<file path="src/rtl/hazard_ctrl.sv">
// Pipeline hazard controller for the 5-stage RV32I core (F/D/X/M/W).
// Tracks the destination register of the instructions in X, M and W. From
// those records it produces load-use stalls, X-stage forwarding selects,
// W-to-D bypass flags, branch flushes, and stall/flush performance counters.
module hazard_ctrl #(
  parameter int unsigned FORWARD_EN = 1,
  parameter int unsigned COUNT_W    = 32
) (
  input  logic               clk,
  input  logic               reset,
  input  logic               d_valid,
  input  logic [4:0]         d_rs1,
  input  logic [4:0]         d_rs2,
  input  logic               d_use_rs1,
  input  logic               d_use_rs2,
  input  logic [4:0]         d_rd,
  input  logic               d_regwe,
  input  logic               d_is_load,
  input  logic               x_br_taken,
  output logic               stall,
  output logic               flush_d,
  output logic               bubble_x,
  output logic [1:0]         fwd_a,
  output logic [1:0]         fwd_b,
  output logic               byp_d_rs1,
  output logic               byp_d_rs2,
  output logic [COUNT_W-1:0] stall_cnt,
  output logic [COUNT_W-1:0] flush_cnt
);

  // In-flight instruction records
  logic       x_valid, x_regwe, x_is_load, x_use_rs1, x_use_rs2;
  logic [4:0] x_rd, x_rs1, x_rs2;
  logic       m_valid, m_regwe, m_is_load;
  logic [4:0] m_rd;
  logic       w_valid, w_regwe;
  logic [4:0] w_rd;

  // A record writes register r only if it is valid, writes, and r is not x0
  function automatic logic writes(input logic v, input logic we,
                                  input logic [4:0] rd, input logic [4:0] r);
    return v & we & (rd == r) & (r != 5'd0);
  endfunction

  logic d_src1_x, d_src2_x, d_src1_m, d_src2_m;
  logic raw_stall;

  // Stall request: load-use only with forwarding, any X/M RAW without it
  always_comb begin
    d_src1_x  = d_valid & d_use_rs1 & writes(x_valid, x_regwe, x_rd, d_rs1);
    d_src2_x  = d_valid & d_use_rs2 & writes(x_valid, x_regwe, x_rd, d_rs2);
    d_src1_m  = d_valid & d_use_rs1 & writes(m_valid, m_regwe, m_rd, d_rs1);
    d_src2_m  = d_valid & d_use_rs2 & writes(m_valid, m_regwe, m_rd, d_rs2);
    raw_stall = 1'b0;
    if (FORWARD_EN != 0)
      raw_stall = x_is_load & (d_src1_x | d_src2_x);
    else
      raw_stall = d_src1_x | d_src2_x | d_src1_m | d_src2_m;
  end

  // Taken branch overrides the stall: the stalled D instruction is flushed anyway
  always_comb begin
    stall    = raw_stall & ~x_br_taken;
    flush_d  = x_br_taken;
    bubble_x = stall | x_br_taken;
  end

  // Operand forwarding for X; the youngest producer (M) wins over W
  always_comb begin
    fwd_a = 2'b00;
    fwd_b = 2'b00;
    if (FORWARD_EN != 0 && x_valid) begin
      if (x_use_rs1 && writes(m_valid, m_regwe, m_rd, x_rs1) && !m_is_load)
        fwd_a = 2'b01;
      else if (x_use_rs1 && writes(w_valid, w_regwe, w_rd, x_rs1))
        fwd_a = 2'b10;
      if (x_use_rs2 && writes(m_valid, m_regwe, m_rd, x_rs2) && !m_is_load)
        fwd_b = 2'b01;
      else if (x_use_rs2 && writes(w_valid, w_regwe, w_rd, x_rs2))
        fwd_b = 2'b10;
    end
  end

  // D reads a register that W writes back at the same edge
  always_comb begin
    byp_d_rs1 = d_valid & d_use_rs1 & writes(w_valid, w_regwe, w_rd, d_rs1);
    byp_d_rs2 = d_valid & d_use_rs2 & writes(w_valid, w_regwe, w_rd, d_rs2);
  end

  // Advance the X -> M -> W record pipeline; X takes D or a bubble
  always_ff @(posedge clk) begin
    if (reset) begin
      x_valid   <= 1'b0;
      x_regwe   <= 1'b0;
      x_is_load <= 1'b0;
      x_use_rs1 <= 1'b0;
      x_use_rs2 <= 1'b0;
      x_rd      <= '0;
      x_rs1     <= '0;
      x_rs2     <= '0;
      m_valid   <= 1'b0;
      m_regwe   <= 1'b0;
      m_is_load <= 1'b0;
      m_rd      <= '0;
      w_valid   <= 1'b0;
      w_regwe   <= 1'b0;
      w_rd      <= '0;
    end else begin
      w_valid   <= m_valid;
      w_regwe   <= m_regwe;
      w_rd      <= m_rd;
      m_valid   <= x_valid;
      m_regwe   <= x_regwe;
      m_is_load <= x_is_load;
      m_rd      <= x_rd;
      if (bubble_x || !d_valid) begin
        x_valid   <= 1'b0;
        x_regwe   <= 1'b0;
        x_is_load <= 1'b0;
        x_use_rs1 <= 1'b0;
        x_use_rs2 <= 1'b0;
        x_rd      <= '0;
        x_rs1     <= '0;
        x_rs2     <= '0;
      end else begin
        x_valid   <= 1'b1;
        x_regwe   <= d_regwe;
        x_is_load <= d_is_load;
        x_use_rs1 <= d_use_rs1;
        x_use_rs2 <= d_use_rs2;
        x_rd      <= d_rd;
        x_rs1     <= d_rs1;
        x_rs2     <= d_rs2;
      end
    end
  end

  // Performance counters, wrapping modulo 2^COUNT_W
  always_ff @(posedge clk) begin
    if (reset) begin
      stall_cnt <= '0;
      flush_cnt <= '0;
    end else begin
      if (stall)   stall_cnt <= stall_cnt + COUNT_W'(1);
      if (flush_d) flush_cnt <= flush_cnt + COUNT_W'(1);
    end
  end

endmodule
</file>
<file path="config.mk">
export PLATFORM = sky130hd
export DESIGN_NAME = hazard_ctrl
export DESIGN_NICKNAME = d
export VERILOG_FILES = /design/src/rtl/hazard_ctrl.sv
export SDC_FILE = /design/constraint.sdc
export NUM_CORES = 1
export LEC_CHECK = 0
export CAP_MARGIN = 20
export CORE_UTILIZATION = 45
export CTS_CLUSTER_SIZE = 12
export DETAILED_ROUTE_END_ITERATION = 6
export DONT_BUFFER_PORTS = 1
export SKIP_CTS_REPAIR_TIMING = 1
export SYNTH_ARGS = -nofsm -noshare
export SYNTH_HDL_FRONTEND = slang
export SYNTH_SLANG_ARGS = --single-unit
</file>
<file path="constraint.sdc">
create_clock -name clk -period 3.37 [get_ports clk]
set_input_delay 0.674 -clock clk [delete_from_list [all_inputs] [get_ports clk]]
set_output_delay 0.674 -clock clk [all_outputs]
set_load 0.005 [all_outputs]
</file>
; After elaboration in Yosys (flattened, before gate mapping)
; Index checks and enable logic that the tools add are counted.
[word_totals]
ff_bits = 99
elab_cells = 78
inputBits = 23
[classes]
bitwise_logic = 30
n_mux = 7
n_eq_ne = 8
n_reduce_logical = 14
add_sub_neg = 2
[op_table]
columns = cell, count
row1 = $add 32x1->32 const B, 2
row2 = $eq 5x5->1, 8
row3 = $and 1x1->1, 27
row4 = $reduce_bool 5->1, 4
row5 = $mux 2, 6
row6 = $logic_and 1x1->1, 6
row7 = $logic_not 1->1, 2
row8 = $or 1x1->1, 2
row9 = $reduce_or 2->1, 1
row10 = $logic_or 1x1->1, 1
row11 = $mux 1, 1
row12 = $not 1->1, 1

; Logic depth before layout (Yosys ltp)
; Gate-level depths: netlist of run 1.
[depth]
ltp_word = 10
ltp_mapped = 7
depth_no_buf = 6

; Worst setup path after synthesis of run 1
; Ideal clock, no wire load.
[synth_path]
kind = input to output
from = input port d_rs2[0]
to = output port bubble_x
required_time_ns = 2.696
n_path_buf = 2
arrival_ns = 2.095
path_stages = 7
slack_ns = 0.601
cell_sequence = or4_1 o21a_1 nand4_4 buf_8 a21oi_2 buf_6 or2_1
[synth_via]
elab_chain_cells = 8
elab_cells_between_ends = 9
classes_between = eq/ne: 1 / bitwise: 7 / reduce/logical: 1
[synth_rtl]
columns = item, line_no
row1 = start: declaration, 13  ; input logic [4:0] d_rs2,
row2 = $eq 5x5->1, 42  ; return v & we & (rd == r) & (r != 5'd0);
row3 = $and 1x1->1, 42
row4 = $and 1x1->1 (*), 42
row5 = $and 1x1->1 (*), 51  ; d_src2_x = d_valid & d_use_rs2 & writes(x_valid, x_regwe, x_rd, d_rs2);
row6 = $or 1x1->1 (*), n/a
row7 = $and 1x1->1 (*), 56  ; raw_stall = x_is_load & (d_src1_x | d_src2_x);
row8 = $and 1x1->1 (*), 63  ; stall = raw_stall & ~x_br_taken;
row9 = $or 1x1->1 (*), 65  ; bubble_x = stall | x_br_taken;
row10 = end: declaration, 22  ; output logic bubble_x,
; Mark *: on every way between the ends. The rest lies on a longest branch, timed or not.

; Worst setup path in the final report of run 1
[layout_path]
from = input port d_rs1[0]
to = output port bubble_x
[layout_via]
elab_chain_cells = 8
elab_cells_between_ends = 9
classes_between = eq/ne: 1 / bitwise: 7 / reduce/logical: 1
[layout_rtl]
columns = item, line_no
row1 = start: declaration, 12  ; input logic [4:0] d_rs1,
row2 = $eq 5x5->1, 42
row3 = $and 1x1->1, 42
row4 = $and 1x1->1 (*), 42
row5 = $and 1x1->1 (*), 50  ; d_src1_x = d_valid & d_use_rs1 & writes(x_valid, x_regwe, x_rd, d_rs1);
row6 = $or 1x1->1 (*), n/a
row7 = $and 1x1->1 (*), 56
row8 = $and 1x1->1 (*), 63
row9 = $or 1x1->1 (*), 65
; Marks and branches as above.

==> run_results.csv, run 1 <==
group,metric,value,unit
outcome,status,"complete, no violations",
setup_path,critPathKind,"input pin to primary output",
synthesis,ys_types,50,
setup_path,cp_num_buf_inv,0,
floorplanning,fp.dieW,110.2,um
worst_hold_path,worstHoldEndpoint,"x_rd[3]",
pwr,power_density,415.8,nW/um^2
setup_path,cp_top_family,"simple AND/OR/NAND/NOR gates",
sta,setup_viol,0,
floorplanning,die_area,12140,um^2
sta,slew_headroom,56.13,%
setup_path,start_kind,"input pin",
worst_hold_path,hp-class,"input pin to flop",
clock_network,cts_tree,"done",
grt,grt_overflow_total,0,
finish,final_cell_mix,"dfxtp_1, nor2_1, nor2b_1",
synthesis,synth_area,5266,um^2
grt,grtUsageMet3,5.644,%
clock_network,clk_latency,350,ps
flow_run,cap_violations,0,
setup_path,path_depth,5,
grt,grt_max_degree,113,
sta,fin_crit_sh,79.20,%
synthesis,synthMuxAreaShare,7.722,%
synthesis,syn_inst,550,
setup_path,r2r_cells,6,
synthesis,syn_area_per_cell,9.575,um^2
detailed_routing,drc,0,
placed_design,dp_cells,668,
clock_network,clk_pin_slew,70,ps
placed_design,io_buffer_count,0,
setup_path,rr_endpoint,"stall_cnt[16]",
setup_path,reg2reg_setup_slack,1030,ps
detailed_routing,drt-initial-drc-count,158,
setup_path,worst_path_max_delay_cell,"or4_1",
synthesis,synth-adder-area-share,0.4752,%
clock_network,root_buffer,"clkbuf_16",
finish,final_common_cell,"dfxtp_1",
floorplanning,die_h,110.2,um
floorplanning,initial_core_util,46.12,%
finish,fillers,1062,
worst_hold_path,min_from,"x_br_taken",
floorplanning,design.core.area,11420,um^2
sta,fin_skew,11.21,ps
grt,grt_util_met2,31.12,%
setup_path,critPathMaxFanout,10,
synthesis,syn_nets,575,
worst_hold_path,hold_depth,1,
setup_path,crit_path_end_kind,"primary output",
grt,grt_pass1_vias,3714,
grt,grtUsageMet1,26.89,%
synthesis,yosys_register_bits,99,
grt,grtUsageTotal,20.43,%
synthesis,synthFlopType,"dfxtp_1",
setup_path,critPathArrivalTime,1990,ps
finish,area_growth,7.484,%
synthesis,synth-simple-area-share,31.46,%
synthesis,ys_seq_area_share,37.63,%
finish,drive_gt1_share,19.56,%
setup_path,reg2reg_from,"x_rd[0]",
detailed_routing,antenna_left,0,
detailed_routing,drt_wl_total,11720,um
synthesis,synth_compound_area_share,7.033,%
synthesis,async_flop_share,0,%
finish,nNetsFinal,562,
finish,diodes,0,
pwr,ir_drop,254.7,uV
finish,instances_no_fill,685,
sta,fmax,374.7,MHz
clock_network,htreeDepth,3,
setup_path,slowest_delay,520,ps
sta,drv_slew,0,
setup_path,path_cells,"or4_1, o21a_1, nand4_2, a21oi_2, or2_1",
clock_network,cts_inserted_buffers,9,
synthesis,yosysWarnings,0,
sta,min_period,2669,ps
pwr,finalPower,0.002354,W
detailed_routing,vias,3807,
placed_design,gp_congestion,0.8906,
detailed_routing,avgViaCountPerCell,5.558,
grt,grt.busiest_layer,"met2",
synthesis,synth_top_family_by_area,"simple AND/OR/NAND/NOR gates",
clock_network,clock_path_buffers,2,
pwr,p_leak,1.897,nW
floorplanning,ios,96,
detailed_routing,drt-wirelength-per-cell,17.11,um
sta,grt_setup_unrepaired,"false",
grt,grt_pass1_wl,18900,um
placed_design,dp_hpwl,8094,um
detailed_routing,first_pass_iters,4,
synthesis,synth-xor-area-share,10.98,%
sta,fin_setup_tns,0,ps
clock_network,clock-sinks,99,
grt,antenna_found_initial,0,
sta,tightestPinTransition,658.0,ps
setup_path,critPathRequiredTime,2700,ps
sta,hold_violations,0,
floorplanning,core.rowCount,39,
synthesis,synth_enable_flop_cells,0,
-- power breakdown --
group	total [W]	internal (W)	switching, W
clock	0.00109	0.000625	0.000464
sequential	0.00120	0.00118	0.0000152
combinational	0.0000681	0.0000395	0.0000287
-- cells in the mapped netlist, drive strengths merged (5+ instances only) --
master   count  area (um^2)
o21ai        6        30.03
mux2        31        386.6
xnor2       38        332.8
nand2       21        81.33
inv         13        48.80
a21oi       22        155.1
buf         14        123.9
or3          6        37.54
nor4b       21        296.5
nand3       24        130.1
a211oi      10        75.07
xor2        28        245.2
a2111oi      5        87.58
nand4       23        192.7
or4          9        71.32
clkbuf      20        75.07
nor2        71        266.5
nor2b       41        256.5
dfxtp       99         1982
nor3        10        55.05
nor4        17        171.4
-- through the flow --
step / worst slack (ps) / hold WS [ps] / utilization (%) / instance area [um^2]
3_5_place_dp: 685.5 / 456.5 / 46.54 / 5314
2_1_floorplan: 601.3 / 437.9 / - / 5266
5_1_grt: 586.1 / 380.9 / 49.57 / 5660
6_report: 701.1 / 402.7 / 49.57 / 5660
3_3_place_gp: 705.0 / 451.7 / 46.54 / 5314
4_1_cts: 685.2 / 378.1 / 49.33 / 5633
-- worst max-delay path by stage --
stage               startpoint       endpoint  slack (ps)
finish                d_rs1[0]       bubble_x         700
global route           x_rd[2]       bubble_x         590
CTS                   d_rs1[0]       bubble_x         690
detailed placement    d_rs1[0]       bubble_x         690
global placement      d_rs1[0]  stall_cnt[16]         700
floorplan             d_rs2[0]       bubble_x         600
-- flip-flops by register name, summed over array words and instances (netlist names) --
| register | flops |
|---|---|
| x_rs2 | 5 |
| w_rd | 5 |
| x_use_rs1 | 1 |
| x_regwe | 1 |
| x_valid | 1 |
| w_regwe | 1 |
| x_use_rs2 | 1 |
| x_rs1 | 5 |
| m_valid | 1 |
| stall_cnt | 32 |
| m_is_load | 1 |
| x_is_load | 1 |
| m_regwe | 1 |
| x_rd | 5 |
| flush_cnt | 32 |
| m_rd | 5 |
| w_valid | 1 |
-- final cells by class --
cell class / instances / area (um^2) / area share [%]
Multi-Input combinational cell: 404 / 3037 / 53.65
Sequential cell: 99 / 1982 / 35.01
Clock buffer: 11 / 252.7 / 4.465
Tap cell: 143 / 178.9 / 3.161
Timing Repair Buffer: 10 / 95.09 / 1.680
Clock inverter: 5 / 66.31 / 1.172
Inverter: 13 / 48.80 / 0.8621
-- cells by family after synthesis --
logic type	Yosys count
buffers and inverters	47
XOR/XNOR	66
adder cells (fa/ha/maj)	2
AND/OR/NAND/NOR	257
AO/OA/AOI/OAI	46
flip-flops	99
multiplexers	33
-- metal layers --
layer  part of all wire (%)  wire (um)  up-vias
met5                      0          0        -
met4                    1.9        222        0
met3                    5.8        684       19
met2                     46       5342       78
met1                     47       5473     1812
li1                       -          -     1898
Power figures use the tool's default switching activity.
==> inputs of run 2 (changes only) <==
==> constraint.sdc (replaced) <==
create_clock -name clk -period 2.6 [get_ports clk]
set_input_delay 0.52 -clock clk [delete_from_list [all_inputs] [get_ports clk]]
set_output_delay 0.52 -clock clk [all_outputs]
set_load 0.005 [all_outputs]
==> run_results.csv, run 2 (synthesized netlist as in run 1, its figures left out) <==
group,metric,value,unit
sta,fin_setup_tns,0,ps
detailed_routing,drt-wirelength-per-cell,16.84,um
floorplanning,die_h,110.2,um
worst_hold_path,hold_depth,1,
finish,diodes,0,
finish,reg.largest.list,"flush_cnt x32, stall_cnt x32",
finish,fillers,1104,
setup_path,reg2reg_from,"x_rd[0]",
sta,tightestPinTransition,667.9,ps
detailed_routing,antenna_left,0,
detailed_routing,first_pass_iters,4,
finish,drive_gt1_share,19.71,%
finish,final_common_cell,"dfxtp_1",
setup_path,rr_endpoint,"stall_cnt[25]",
detailed_routing,drc,0,
grt,grt_pass1_vias,3562,
placed_design,post-place-ws,176.5,ps
detailed_routing,vias,3832,
setup_path,crit_path_end_kind,"primary output",
setup_path,critPathRequiredTime,2080,ps
floorplanning,ios,96,
detailed_routing,drt_wl_total,11550,um
finish,area_growth,8.007,%
outcome,status,"complete, no violations",
floorplanning,core.rowCount,39,
placed_design,io_buffer_count,0,
floorplanning,design.core.area,11420,um^2
clock_network,cts_tree,"done",
grt,grt_overflow_total,0,
detailed_routing,drt-initial-drc-count,151,
clock_network,htreeDepth,3,
placed_design,gp_congestion,0.8499,
sta,fin_skew,6.107,ps
setup_path,slowest_delay,350,ps
sta,fin_crit_sh,95.05,%
finish,utilization,49.81,%
clock_network,clk_latency,350,ps
setup_path,critPathMaxFanout,31,
clock_network,clock-sinks,99,
worst_hold_path,hp-class,"input pin to flop",
clock_network,clock_path_buffers,2,
worst_hold_path,min_from,"x_br_taken",
sta,fmax,404.6,MHz
pwr,power_density,544.0,nW/um^2
placed_design,dp_cells,670,
floorplanning,die_area,12140,um^2
clock_network,clk_pin_slew,70,ps
setup_path,r2r_cells,6,
setup_path,startpoint,"x_rd[0]",
sta,slew_headroom,55.47,%
sta,min_period,2471,ps
placed_design,dp_hpwl,8100,um
sta,setup_ws,128.6,ps
floorplanning,fp.dieW,110.2,um
finish,regArea,1982,um^2
sta,hold_violations,0,
pwr,ir_drop,360.8,uV
sta,worst_hold_slack,257.9,ps
setup_path,critPathArrivalTime,1950,ps
grt,grt_pass1_wl,18290,um
floorplanning,initial_core_util,46.12,%
sta,setup_viol,0,
pwr,p_leak,1.914,nW
flow_run,cap_violations,0,
setup_path,path_cells,"xor2_1, nor4_1, nand4_2, buf_12, a21oi_2",
grt,antenna_found_initial,0,
finish,instances_no_fill,686,
setup_path,reg2reg_setup_slack,360,ps
sta,drv_slew,0,
clock_network,root_buffer,"clkbuf_16",
grt,grtUsageTotal,19.75,%
finish,final_cell_mix,"dfxtp_1, nor2_1, nor2b_1",
finish,multiInputGateArea,3043,um^2
worst_hold_path,worstHoldEndpoint,"x_use_rs2",
setup_path,start_kind,"flop",
grt,grt_max_degree,113,
detailed_routing,avgViaCountPerCell,5.586,
finish,nNetsFinal,563,
setup_path,critPathKind,"flop to primary output",
clock_network,cts_inserted_buffers,9,
sta,grt_setup_unrepaired,"false",
setup_path,worst_path_max_delay_cell,"dfxtp_1",
run 2: cell count changes in the layout (fill, tap and decap cells not counted):
cell | before | now
buf_16 | 1 | 0
nor4_1 | 8 | 7
clkinvlp_4 | 1 | 0
clkbuf_8 | 2 | 1
bufinv_16 | 1 | 2
clkbuf_1 | 0 | 1
clkinv_2 | 0 | 1
nor4_2 | 8 | 9
inv_6 | 1 | 0
buf_12 | 0 | 2
run 2: how the worst max path moves through the flow:
stage / end / slack, ps / cells after the start
finish: stall / 130 / 5
global route: bubble_x / 2 / 5
CTS: bubble_x / 70 / 5
detailed placement: stall_cnt[25] / 180 / 6
global placement: stall_cnt[24] / 220 / 6
floorplan: bubble_x / 140 / 7
run 2: area by class of cell:
cell class | count | share of cell area [%]
flip-flops and latches | 99 | 34.84
multi-input cells | 404 | 53.50
well taps | 143 | 3.146
inverters | 13 | 0.8579
repair buffers | 11 | 1.892
clock buffers | 11 | 4.267
clock inverters | 5 | 1.496
run 2: report_power, final:
group | switching (W) | leakage [nW] | internal [W]
clock network | 0.000582 | 0.162 | 0.000877
registers | 0.0000194 | 0.800 | 0.00153
logic | 0.0000366 | 0.953 | 0.0000482
total | 0.000638 | 1.91 | 0.00246
run 2: routing by layer:
layer  vias up  track usage (%)  routed length (um)
li1       1902                -                   -
met1      1840            25.90                5381
met2        72            29.69                5240
met3        18            6.467                 699
met4         0            8.365                 230
met5         -                0                   0
run 2: stage by stage:
step,total power [W],instance area (um^2)
final,0.003094,5688
after global routing,0.003190,5688
after CTS,0.003132,5682
after detailed placement,0.001671,5354
after global placement,0.001667,5354
after floorplan,0.001687,5266
run 2: critical path: cells and delay by family (launching register included):
family	cells	cell delay [ps]
AO/OA/AOI/OAI	1	290
flip-flops	1	350
buffers and inverters	1	240
XOR/XNOR	1	180
AND/OR/NAND/NOR	2	550
==> inputs of run 3 (changes only) <==
--- a/config.mk
+++ b/config.mk
@@ -7,9 +7,11 @@
 export LEC_CHECK = 0
 export CAP_MARGIN = 20
 export CORE_UTILIZATION = 45
+export CTS_CLUSTER_DIAMETER = 120
 export CTS_CLUSTER_SIZE = 12
 export DETAILED_ROUTE_END_ITERATION = 6
-export DONT_BUFFER_PORTS = 1
+export HOLD_SLACK_MARGIN = 0.15
+export PLACE_DENSITY = 0.7
 export SKIP_CTS_REPAIR_TIMING = 1
 export SYNTH_ARGS = -nofsm -noshare
 export SYNTH_HDL_FRONTEND = slang
==> run_results.csv, run 3 (synthesized netlist as in run 1, its figures left out) <==
group,metric,value,unit
floorplanning,core.rowCount,39,
finish,final_cell_mix,"dfxtp_1, clkdlybuf4s50_1, nor2_1",
pwr,sw_frac_of_total,23.12,%
setup_path,path_cells,"xnor2_1, nand4_1, nor4_2, and2_1, clkdlybuf4s50_1",
grt,grt_pass1_vias,4232,
sta,fin_skew,7.511,ps
grt,grt_pass1_wl,20730,um
clock_network,cts_inserted_buffers,9,
finish,diodes,0,
sta,fin_crit_sh,98.05,%
sta,min_period,2549,ps
setup_path,cp_top_family,"simple AND/OR/NAND/NOR gates",
pwr,p_sw,0.0007264,W
finish,regArea,1987,um^2
finish,drive_gt1_share,23.01,%
setup_path,reg2reg_setup_slack,120,ps
finish,final_common_cell,"dfxtp_1",
clock_network,clock_path_buffers,2,
grt,grt_max_degree,68,
clock_network,clock-sinks,99,
clock_network,root_buffer,"clkbuf_16",
sta,setup_viol,0,
detailed_routing,antenna_left,0,
placed_design,dp_hpwl,9071,um
finish,fillers,966,
clock_network,clk_latency,350,ps
floorplanning,fp.dieW,110.2,um
sta,fmax,392.3,MHz
pwr,p_int,0.002416,W
floorplanning,die_area,12140,um^2
setup_path,slowest_delay,490,ps
sta,drv_slew,0,
pwr,ir_drop,271.6,uV
pwr,p_leak,2.575,nW
finish,reg.largest.list,"flush_cnt x32, stall_cnt x32",
placed_design,gp_congestion,0.8862,
detailed_routing,drt-wirelength-per-cell,16.16,um
floorplanning,ios,96,
setup_path,startpoint,"x_rs1[4]",
setup_path,crit_path_end_kind,"primary output",
grt,grt_overflow_total,0,
pwr,seqPwrFrac,49.3,%
setup_path,rr_endpoint,"stall_cnt[5]",
setup_path,path_depth,5,
detailed_routing,avgViaCountPerCell,5.467,
finish,multiInputGateArea,3120,um^2
finish,area_growth,31.79,%
worst_hold_path,hp-class,"flop to flop",
outcome,status,"complete, no violations",
floorplanning,die_h,110.2,um
setup_path,worst_path_max_delay_cell,"clkdlybuf4s50_1",
setup_path,critPathKind,"flop to primary output",
clock_network,clk_pin_slew,70,ps
placed_design,placed_area,6490,um^2
clock_network,htreeDepth,3,
placed_design,dp_cells,790,
detailed_routing,drc,0,
setup_path,start_kind,"flop",
flow_run,cap_violations,0,
detailed_routing,first_pass_iters,4,
finish,fin_area,6940,um^2
setup_path,critPathMaxFanout,3,
floorplanning,initial_core_util,46.12,%
finish,nNetsFinal,685,
setup_path,crit_path_end,"fwd_a[0]",
setup_path,reg2reg_from,"x_rd[3]",
pwr,p_clk_share,44.0,%
finish,instances_no_fill,808,
setup_path,cp_num_buf_inv,1,
grt,antenna_found_initial,0,
sta,hold_violations,0,
pwr,pwr-share-comb,6.7,%
grt,grtUsageTotal,22.18,%
setup_path,r2r_cells,7,
setup_path,critPathArrivalTime,2030,ps
detailed_routing,drt_wl_total,13060,um
detailed_routing,vias,4417,
sta,slew_headroom,55.00,%
placed_design,io_buffer_count,95,
floorplanning,design.core.area,11420,um^2
setup_path,critPathRequiredTime,2080,ps
sta,tightestPinTransition,675.0,ps
clock_network,cts_tree,"done",
detailed_routing,drt-initial-drc-count,198,
pwr,power_density,452.8,nW/um^2
run 3: cell types whose count changed in the layout (fill, tap and decap cells not counted), sizes merged:
cell / change
clkdlybuf4s50: +77
clkinv: +1
dlymetal6s2s: +16
buf: +28
clkinvlp: +1
bufinv: -1
run 3: cell type report:
class | count | area share [%]
inverters | 13 | 0.7031
well taps | 143 | 2.578
repair buffers | 133 | 18.64
multi-input cells | 404 | 44.96
flip-flops and latches | 99 | 28.63
clock buffers | 10 | 3.443
clock inverters | 6 | 1.046
run 3: worst reg2reg max path, delay by kind of cell, from the launching register on:
kind	cells	cell delay [ps]
flip-flops	1	350
XOR/XNOR	1	180
multiplexers	1	390
AO/OA/AOI/OAI	1	530
buffers and inverters	2	440
AND/OR/NAND/NOR	2	500
run 3: through the flow:
stage	util, %	setup TNS, ps	setup slack, ps	total power (W)	hold slack, ps
after global placement	56.84	-8430	-512.7	0.001780	442.9
after floorplan	-	0	139.3	0.001687	437.9
final	60.78	0	50.64	0.003143	476.2
after CTS	59.57	-2588	-544.8	0.003160	475.4
after global routing	60.78	-15.79	-9.949	0.003257	490.8
after detailed placement	56.84	-10320	-542.3	0.001786	461.2
run 3: how the worst min path moves through the flow:
stage | start | to | slack (ps) | cells after the start
after floorplan | m_regwe | w_regwe | 440 | 1
after global placement | m_valid | w_valid | 440 | 1
after detailed placement | m_valid | w_valid | 460 | 1
after CTS | m_regwe | w_regwe | 480 | 1
after global routing | m_regwe | w_regwe | 490 | 1
final | m_regwe | w_regwe | 480 | 1
run 3: power groups by stage:
stage          logic (W)  clock network [W]  registers [W]
5_1_grt         0.000227            0.00148        0.00155
4_1_cts         0.000204            0.00141        0.00155
3_5_place_dp    0.000202                  0        0.00158
3_3_place_gp    0.000197                  0        0.00158
2_1_floorplan   0.000107                  0        0.00158
6_report        0.000210            0.00138        0.00155
run 3: per-layer routing:
metal	share of wire, %	GRT usage [%]	up-vias
met2	49	36.56	100
met4	1.8	7.989	0
met3	4.7	5.056	22
li1	-	-	2139
met1	45	28.34	2156
met5	0	0	-
